<file path="config.mk">
export PLATFORM = sky130hd
export DESIGN_NAME = score_arbiter_flat
export DESIGN_NICKNAME = d
export VERILOG_FILES = /design/src/rtl/score_arbiter_if.sv /design/src/rtl/score_arbiter.sv /design/src/flat_wrapper.sv
export SDC_FILE = /design/constraint.sdc
export NUM_CORES = 1
export LEC_CHECK = 0
export CAP_MARGIN = 20
export CORE_MARGIN = 4
export CORE_UTILIZATION = 55
export CTS_CLUSTER_SIZE = 40
export DETAILED_ROUTE_END_ITERATION = 7
export DONT_BUFFER_PORTS = 1
export GPL_ROUTABILITY_DRIVEN = 0
export PLACE_DENSITY = 0.75
export SLEW_MARGIN = 30
export SYNTH_ARGS = -nofsm -noshare
export SYNTH_HDL_FRONTEND = slang
export SYNTH_SLANG_ARGS = --single-unit
</file>
<file path="constraint.sdc">
create_clock -name clk -period 6.7 [get_ports clk]
set_input_delay 1.005 -clock clk [delete_from_list [all_inputs] [get_ports clk]]
set_output_delay 1.005 -clock clk [all_outputs]
set_load 0.005 [all_outputs]
</file>
<file path="src/rtl/score_arbiter_if.sv">
// Bundles the round handshake, result and statistics signals of score_arbiter.
// master drives the round (start/scores/ack); slave is the arbiter itself.
interface score_arbiter_if;
  logic       start;
  logic       abort;
  logic       score_valid;
  logic [6:0] score_in;
  logic       ack;
  logic       score_ready;
  logic       busy;
  logic       done;
  logic [3:0] winner;
  logic       tie;
  logic [1:0] slot;
  logic [7:0] round_cnt;
  logic [3:0] wins_a;
  logic [3:0] wins_b;
  logic [3:0] wins_c;
  logic [3:0] wins_d;
  logic [1:0] fsmState;

  // Handshake: a score moves on a rising edge where score_valid && score_ready;
  // the master may change score_in freely while either is low, and abort wins over a transfer.
  modport master (
    output start, abort, score_valid, score_in, ack,
    input  score_ready, busy, done, winner, tie, slot, round_cnt,
    input  wins_a, wins_b, wins_c, wins_d, fsmState
  );

  modport slave (
    input  start, abort, score_valid, score_in, ack,
    output score_ready, busy, done, winner, tie, slot, round_cnt,
    output wins_a, wins_b, wins_c, wins_d, fsmState
  );
endinterface

</file>
<file path="src/rtl/score_arbiter.sv">
// Four-player score arbiter: loads scores A..D, picks every slot equal to the
// round maximum, and keeps saturating per-player win counters plus a round count.
module score_arbiter (
  input  logic            clk,
  input  logic            rst_n,
  score_arbiter_if.slave  bus
);

  typedef enum logic [1:0] {
    IDLE    = 2'd0,
    LOAD    = 2'd1,
    COMPARE = 2'd2,
    RESULT  = 2'd3
  } state_t;

  state_t     state;
  state_t     nextState;
  logic [1:0] slotQ;
  logic [6:0] scores [4];
  logic [3:0] winnerQ;
  logic       tieQ;
  logic [7:0] roundCnt;
  logic [3:0] winsA, winsB, winsC, winsD;

  logic [6:0] scoreClamped;
  logic [6:0] maxScore;
  logic [3:0] hitMask;
  logic       multiHit;
  logic       transfer;

  function automatic logic [3:0] satInc(input logic [3:0] v, input logic hit);
    return (hit && (v != 4'd15)) ? v + 4'd1 : v;
  endfunction

  assign scoreClamped = (bus.score_in > 7'd100) ? 7'd100 : bus.score_in;
  assign transfer     = (state == LOAD) && bus.score_valid && !bus.abort;

  // A zero maximum means nobody scored, so the mask is forced empty.
  always_comb begin
    maxScore = scores[0];
    for (int i = 1; i < 4; i++) begin
      if (scores[i] > maxScore) maxScore = scores[i];
    end
    hitMask = {scores[0] == maxScore, scores[1] == maxScore,
               scores[2] == maxScore, scores[3] == maxScore} & {4{maxScore != 7'd0}};
    multiHit = (hitMask & (hitMask - 4'd1)) != 4'd0;
  end

  always_comb begin
    nextState = state;
    case (state)
      IDLE:    if (bus.start) nextState = LOAD;
      LOAD: begin
        if (bus.abort)                          nextState = IDLE;
        else if (bus.score_valid && slotQ == 2'd3) nextState = COMPARE;
      end
      COMPARE: nextState = RESULT;
      RESULT:  if (bus.ack) nextState = IDLE;
      default: nextState = IDLE;
    endcase
  end

  always_ff @(posedge clk or negedge rst_n) begin
    if (!rst_n) state <= IDLE;
    else        state <= nextState;
  end

  always_ff @(posedge clk or negedge rst_n) begin
    if (!rst_n) begin
      slotQ    <= 2'd0;
      winnerQ  <= 4'd0;
      tieQ     <= 1'b0;
      roundCnt <= 8'd0;
      winsA    <= 4'd0;
      winsB    <= 4'd0;
      winsC    <= 4'd0;
      winsD    <= 4'd0;
      for (int i = 0; i < 4; i++) scores[i] <= 7'd0;
    end else begin
      case (state)
        IDLE: begin
          if (bus.start) begin
            slotQ <= 2'd0;
            for (int i = 0; i < 4; i++) scores[i] <= 7'd0;
          end
        end
        LOAD: begin
          if (bus.abort) begin
            slotQ <= 2'd0;
            for (int i = 0; i < 4; i++) scores[i] <= 7'd0;
          end else if (transfer) begin
            scores[slotQ] <= scoreClamped;
            slotQ         <= slotQ + 2'd1;
          end
        end
        COMPARE: begin
          winnerQ  <= hitMask;
          tieQ     <= multiHit;
          winsA    <= satInc(winsA, hitMask[3]);
          winsB    <= satInc(winsB, hitMask[2]);
          winsC    <= satInc(winsC, hitMask[1]);
          winsD    <= satInc(winsD, hitMask[0]);
          roundCnt <= roundCnt + 8'd1;
        end
        default: ;
      endcase
    end
  end

  assign bus.score_ready = (state == LOAD);
  assign bus.busy        = (state != IDLE);
  assign bus.done        = (state == RESULT);
  assign bus.winner      = winnerQ;
  assign bus.tie         = tieQ;
  assign bus.slot        = slotQ;
  assign bus.round_cnt   = roundCnt;
  assign bus.wins_a      = winsA;
  assign bus.wins_b      = winsB;
  assign bus.wins_c      = winsC;
  assign bus.wins_d      = winsD;
  assign bus.fsmState    = state;

endmodule

</file>
<file path="src/flat_wrapper.sv">
// flat-port wrapper written by rule: the top's interface ports become plain ports
module score_arbiter_flat 
  (clk, rst_n, bus_start, bus_abort, bus_score_valid, bus_score_in, bus_ack, bus_score_ready, bus_busy, bus_done, bus_winner, bus_tie, bus_slot, bus_round_cnt, bus_wins_a, bus_wins_b, bus_wins_c, bus_wins_d, bus_fsmState);
  score_arbiter_if bus_i ();
  input  logic clk;
  input  logic rst_n;
  input wire logic [$bits(bus_i.start)-1:0] bus_start;
  input wire logic [$bits(bus_i.abort)-1:0] bus_abort;
  input wire logic [$bits(bus_i.score_valid)-1:0] bus_score_valid;
  input wire logic [$bits(bus_i.score_in)-1:0] bus_score_in;
  input wire logic [$bits(bus_i.ack)-1:0] bus_ack;
  output wire logic [$bits(bus_i.score_ready)-1:0] bus_score_ready;
  output wire logic [$bits(bus_i.busy)-1:0] bus_busy;
  output wire logic [$bits(bus_i.done)-1:0] bus_done;
  output wire logic [$bits(bus_i.winner)-1:0] bus_winner;
  output wire logic [$bits(bus_i.tie)-1:0] bus_tie;
  output wire logic [$bits(bus_i.slot)-1:0] bus_slot;
  output wire logic [$bits(bus_i.round_cnt)-1:0] bus_round_cnt;
  output wire logic [$bits(bus_i.wins_a)-1:0] bus_wins_a;
  output wire logic [$bits(bus_i.wins_b)-1:0] bus_wins_b;
  output wire logic [$bits(bus_i.wins_c)-1:0] bus_wins_c;
  output wire logic [$bits(bus_i.wins_d)-1:0] bus_wins_d;
  output wire logic [$bits(bus_i.fsmState)-1:0] bus_fsmState;
  assign bus_i.start = bus_start;
  assign bus_i.abort = bus_abort;
  assign bus_i.score_valid = bus_score_valid;
  assign bus_i.score_in = bus_score_in;
  assign bus_i.ack = bus_ack;
  assign bus_score_ready = bus_i.score_ready;
  assign bus_busy = bus_i.busy;
  assign bus_done = bus_i.done;
  assign bus_winner = bus_i.winner;
  assign bus_tie = bus_i.tie;
  assign bus_slot = bus_i.slot;
  assign bus_round_cnt = bus_i.round_cnt;
  assign bus_wins_a = bus_i.wins_a;
  assign bus_wins_b = bus_i.wins_b;
  assign bus_wins_c = bus_i.wins_c;
  assign bus_wins_d = bus_i.wins_d;
  assign bus_fsmState = bus_i.fsmState;
  score_arbiter u_core (.clk(clk), .rst_n(rst_n), .bus(bus_i));
endmodule
</file>
==> run_results.csv, run 1 <==
group,metric,value,unit
timing,period_share,95.2,%
global_route,antenna_found_initial,0,
floorplan,io_pins,49,
detailed_routing,detail-route-antenna-nets,0,
worst_setup_path,critPathKind,"reg -> reg",
floorplan,die_h,96.2,um
worst_setup_path,crit_arrival,6.61,ns
synthesis,synth_nets,484,
detailed_routing,vias_per_cell,6.61,
synthesis,synth_area,4280,sq um
detailed_routing,drt_wl_total,11000,um
final_layout,most-common-layout-cells,"dfrtp_1, nand2_1, o21ai_0",
synthesis,synth.area.top_cells,"dfrtp_1, ha_1, xnor2_1",
synthesis,ys_warn_count,0,
floorplan,core-area,7410,sq um
clock_network,clock_latency,0.35,ns
detailed_routing,first_pass_iters,5,
status,outcome,"finished clean",
timing,slew_headroom,56.1,%
timing,fin_crit,6.38,ns
final_layout,multi_input_area,2690,sq um
clock_network,cts_hold_buf,0,
worst_setup_path,cp-startpoint,"u_core.scores[27]",
synthesis,synthCells,441,
final_layout,nFillCells,587,
worst_setup_path,crit_top_cell,"ha_1",
synthesis,yosysSeqAreaShare,35.7,%
final_layout,final_util,62.8,%
worst_setup_path,startpoint_type,"flip-flop",
timing,holdWs,0.347,ns
floorplan,die_w,96.2,um
job,maxCapViolCount,0,
clock_network,numCtsBuffers,9,
clock_network,cts.sinks,61,
final_layout,final-seq-area,1530,sq um
final_layout,num-nets-final,494,
worst_setup_path,cp-end-kind,"flip-flop",
final_layout,mostFrequentLayoutCell,"dfrtp_1",
worst_setup_path,r2r_start,"u_core.scores[27]",
worst_setup_path,reg2reg_to,"u_core.bus.wins_b[1]",
global_route,grt_pass1_wl,17900,um
synthesis,yosysTopAreaCell,"dfrtp_1",
detailed_routing,wl_per_cell,19.9,um
synthesis,synth_ff_type,"dfrtp_1",
timing,hold_viol_final,0,
synthesis,synth_edf_count,0,
final_layout,area_growth,8.65,%
worst_setup_path,worst_ep_required_time,6.93,ns
final_layout,drive_gt1_share,16.9,%
placed_design,hpwl,8300,um
synthesis,ys_ff_latch,61,
worst_setup_path,cp_top_family,"simple AND/OR/NAND/NOR gates",
clock_network,cts_tree,"built",
clock_network,cts.path.max_buffers,2,
worst_setup_path,rrSetupSlack,0.32,ns
timing,worst-slew-pin-transition,0.650,ns
synthesis,yosys.cell_types.count,74,
global_route,grt_pass1_vias,3623,
detailed_routing,vias,3666,
detailed_routing,drc,0,
clock_network,cts-root-buf,"clkbuf_8",
placed_design,io_buffer_count,0,
timing,setup_viol,0,
clock_network,clk_pin_slew_worst_paths,0.07,ns
worst_setup_path,ff2ff_path_depth,23,
timing,slew_violations,0,
timing,fmax,157,MHz
worst_setup_path,cp_max_fo,9,
floorplan,die_area,9260,sq um
floorplan,num_rows,31,
global_route,grt_max_degree,62,
min_path,holdCritPathClass,"in -> async",
worst_setup_path,crit_chain,"inv_1 > ha_1 > and4_1 > nand2_1 > o22ai_1 > nor2_1 > ha_1 > and3b_1 > o21ai_4 > a21oi_4 > o31ai_2 > inv_1 > ha_1 > nand3b_1 > a21oi_1 > o21a_2 > nor4_1 > or3_1 > xnor2_1 > nor4_2 > nand3_1 > a31o_2 > mux2_1",
synthesis,synth_top_area_share,35.7,%
synthesis,synth_async_sr_flop_share,100,%
clock_network,h-tree-depth,3,
synthesis,syn_avg_cell_area,9.71,sq um
final_layout,insertedDiodeCount,0,
global_route,track_usage,25.5,%
detailed_routing,drt_iter0_markers,351,
worst_setup_path,critical_path.max_stage_delay,0.47,ns
global_route,gr-total-overflow,0,
worst_setup_path,worst-path-buf-inv,2,
worst_setup_path,crit_path_top_delay_cell,"or3_1",
timing,clock_skew,0.00909,ns
floorplan,initial_core_util,57.8,%
## synthesized netlist by cell type, drive strengths merged, types with 7 or more instances
library cell,number
a21oi,26
a22o,16
and2,10
dfrtp,61
ha,30
inv,17
mux2,10
nand2,52
nand3,13
nand4,7
nor2,19
o211ai,10
o21a,8
o21ai,40
o22ai,9
xnor2,24
## metal layers
metal,global-route usage [%],wire length [um],up-vias
met1,32.1,4490,1754
met5,0,0,-
met2,40.2,5080,196
met3,7.97,1060,41
met4,11.3,398,0
li1,-,-,1675
## area by class of cell
class	count	area share, %
Clock buffer	12	3.34
Clock inverter	4	1.16
Inverter	17	1.37
Multi-Input combinational cell	357	57.8
Sequential cell	61	32.8
Tap cell	99	2.66
Timing Repair Buffer	5	0.807
## cell families (layout without fill, tap and decap cells)
| family | count (synthesis) | count (layout) | share of synthesized area [%] |
|---|---|---|---|
| AOI/OAI and AO/OA | 148 | 149 | 26.9 |
| and+or+nand+nor | 136 | 136 | 16.9 |
| DFF | 61 | 61 | 35.7 |
| adders and majority gates | 30 | 30 | 8.77 |
| xor gates and xnor gates | 30 | 30 | 6.14 |
| buffers and inverters | 24 | 38 | 2.46 |
| muxes | 12 | 12 | 3.19 |
## stage by stage
stage	cell area [sq um]	setup slack [ns]	TNS, ns	std cells
global route	4650	-0.0150	-0.0150	555
global placement	4390	0.367	0	536
finish	4650	0.324	0	555
floorplan	4280	1.09	0	441
CTS	4590	0.158	0	552
detailed placement	4390	0.220	0	536
## state kept, by name (all words and copies together) (netlist names), named ones only
signal,flops
u_core.scores,28
u_core.bus.round_cnt,8
u_core.bus.winner,4
u_core.bus.wins_a,4
u_core.bus.wins_b,4
u_core.bus.wins_c,4
u_core.bus.wins_d,4
u_core.bus.slot,2
u_core.bus.fsmState,1
u_core.bus.tie,1
## worst max-delay path by stage
stage,end,slack (ns),depth (start not counted)
6_report,u_core.bus.wins_b[1],0.32,23
5_1_grt,u_core.bus.wins_b[1],-0.01,21
4_1_cts,u_core.bus.wins_b[1],0.16,21
3_5_place_dp,u_core.bus.wins_b[1],0.22,21
3_3_place_gp,u_core.bus.wins_b[1],0.37,21
2_1_floorplan,u_core.bus.wins_a[3],1.09,23
## timing repair
| action | CTS | global route |
|---|---|---|
| buffers inserted | 0 | 2 |
| endpoints found under the setup margin | 0 | 8 |
| resized for setup | 0 | 6 |
Power of run 1 is left out: the tool's default activity adds up to more than one toggle a clock period on the data nets, which glitch-free logic cannot reach.
==> run 2, diff against run 1 <==
--- a/config.mk
+++ b/config.mk
@@ -7,13 +7,13 @@
 export LEC_CHECK = 0
 export CAP_MARGIN = 20
 export CORE_MARGIN = 4
-export CORE_UTILIZATION = 55
+export CORE_UTILIZATION = 60
 export CTS_CLUSTER_SIZE = 40
 export DETAILED_ROUTE_END_ITERATION = 7
 export DONT_BUFFER_PORTS = 1
 export GPL_ROUTABILITY_DRIVEN = 0
-export PLACE_DENSITY = 0.75
-export SLEW_MARGIN = 30
+export PLACE_DENSITY = 0.81
+export REMOVE_ABC_BUFFERS = 1
 export SYNTH_ARGS = -nofsm -noshare
 export SYNTH_HDL_FRONTEND = slang
 export SYNTH_SLANG_ARGS = --single-unit
==> run_results.csv, run 2 (synthesized netlist as in run 1, its figures left out) <==
group,metric,value,unit
status,outcome,"finished clean",
timing,fin_ws,0.222,ns
final_layout,mostFrequentLayoutCell,"dfrtp_1",
final_layout,largest_register_ffs,28,
timing,hold_viol_final,0,
final_layout,num-nets-final,494,
min_path,holdCritPathClass,"in -> async",
global_route,track_usage,25.8,%
timing,setup_viol,0,
detailed_routing,detail-route-antenna-nets,0,
final_layout,most-common-layout-cells,"dfrtp_1, nand2_1, o21ai_0",
detailed_routing,drc,0,
worst_setup_path,startpoint_type,"flip-flop",
detailed_routing,vias,3718,
global_route,grt_pass1_wl,17500,um
clock_network,numCtsBuffers,9,
final_layout,regMostFlops,"u_core.scores",
global_route,gr-total-overflow,0,
final_layout,nFillCells,539,
placed_design,preCtsSetupSlack,0.244,ns
detailed_routing,vias_per_cell,6.74,
worst_setup_path,cp-end-kind,"flip-flop",
clock_network,cts.sinks,61,
worst_setup_path,crit_arrival,6.70,ns
clock_network,cts_tree,"built",
placed_design,hpwl,8060,um
final_layout,drive_gt1_share,16.0,%
clock_network,clk_pin_slew_worst_paths,0.07,ns
worst_setup_path,cp_max_fo,19,
floorplan,die_area,8550,sq um
worst_setup_path,crit_chain,"inv_1 > ha_1 > and4_1 > nand2_1 > o22ai_1 > nor2_1 > ha_1 > and3b_1 > o21ai_4 > a21oi_4 > o31ai_1 > ha_1 > a21oi_1 > o21ai_0 > o21a_4 > nor4_1 > or3_1 > xnor2_1 > nor4_2 > nand3_1 > a31o_2 > mux2_1",
timing,fin_crit,6.48,ns
placed_design,io_buffer_count,0,
timing,slew_violations,0,
global_route,antenna_found_initial,0,
final_layout,final_util,66.8,%
global_route,grt_max_degree,62,
worst_setup_path,worst_ep_required_time,6.92,ns
timing,worst-slew-pin-transition,1.02,ns
detailed_routing,drt_wl_total,10900,um
job,maxCapViolCount,0,
worst_setup_path,crit_top_cell,"ha_1",
final_layout,insertedDiodeCount,0,
timing,clock_skew,0.0115,ns
floorplan,die_w,92.5,um
floorplan,initial_core_util,62.3,%
detailed_routing,first_pass_iters,6,
worst_setup_path,cp-startpoint,"u_core.scores[27]",
worst_setup_path,r2r_start,"u_core.scores[27]",
worst_setup_path,critical_path.max_stage_delay,0.58,ns
placed_design,placedCellCount,532,
clock_network,h-tree-depth,3,
worst_setup_path,crit_path_top_delay_cell,"o31ai_1",
timing,period_share,96.7,%
final_layout,area_growth,7.25,%
timing,holdWs,0.353,ns
worst_setup_path,worst-path-buf-inv,1,
timing,slew_headroom,31.8,%
worst_setup_path,cp_top_family,"compound AO/OA/AOI/OAI gates",
detailed_routing,drt_iter0_markers,525,
floorplan,die_h,92.5,um
final_layout,instances_no_fill,552,
worst_setup_path,critPathKind,"reg -> reg",
floorplan,io_pins,49,
global_route,grt_pass1_vias,3522,
detailed_routing,wl_per_cell,19.8,um
timing,fmax,154,MHz
clock_network,cts-root-buf,"clkbuf_8",
clock_network,cts_hold_buf,0,
clock_network,cts.path.max_buffers,2,
clock_network,clock_latency,0.34,ns
floorplan,core-area,6870,sq um
floorplan,num_rows,30,
==> run 2: what timing repair did <==
action                                  in CTS  in global routing
hold endpoints to repair                     0                  0
endpoints found under the setup margin       0                 13
gates resized for setup                      0                  3
buffers inserted                             0                  3
==> run 2: final timing paths <==
path	end	slack [ns]	cells after the start
worst min-delay path	u_core.scores[19]	0.35	0
worst max-delay path	u_core.bus.wins_b[1]	0.22	22
min in group clk	u_core.bus.winner[3]	0.53	1
max in group asynchronous	u_core.scores[5]	6.24	0
worst max register to register	u_core.bus.wins_b[1]	0.22	22
worst min register to register	u_core.bus.winner[3]	0.53	1
==> run 2: area by class of cell <==
cell class	count	area (sq um)	share of cell area [%]
Timing Repair Buffer	5	37.5	0.818
Sequential cell	61	1530	33.3
Multi-Input combinational cell	357	2670	58.2
Clock buffer	9	124	2.70
Tap cell	96	120	2.62
Inverter	17	63.8	1.39
Clock inverter	7	48.8	1.06
==> run 2: through the flow <==
stage	instance area (sq um)	TNS (ns)
detailed placement	4370	0
floorplan	4240	0
finish	4590	0
CTS	4550	0
global route	4590	-0.0664
global placement	4370	0
==> run 2: metal layers <==
layer	wire, um	track usage (%)	up-vias	part of all wire (%)
li1	-	-	1673	-
met1	4530	36.0	1800	42
met2	5150	40.1	201	47
met3	872	4.06	44	8.0
met4	353	10.1	0	3.2
met5	0	0	-	0
Power of run 2 is left out for the same reason.
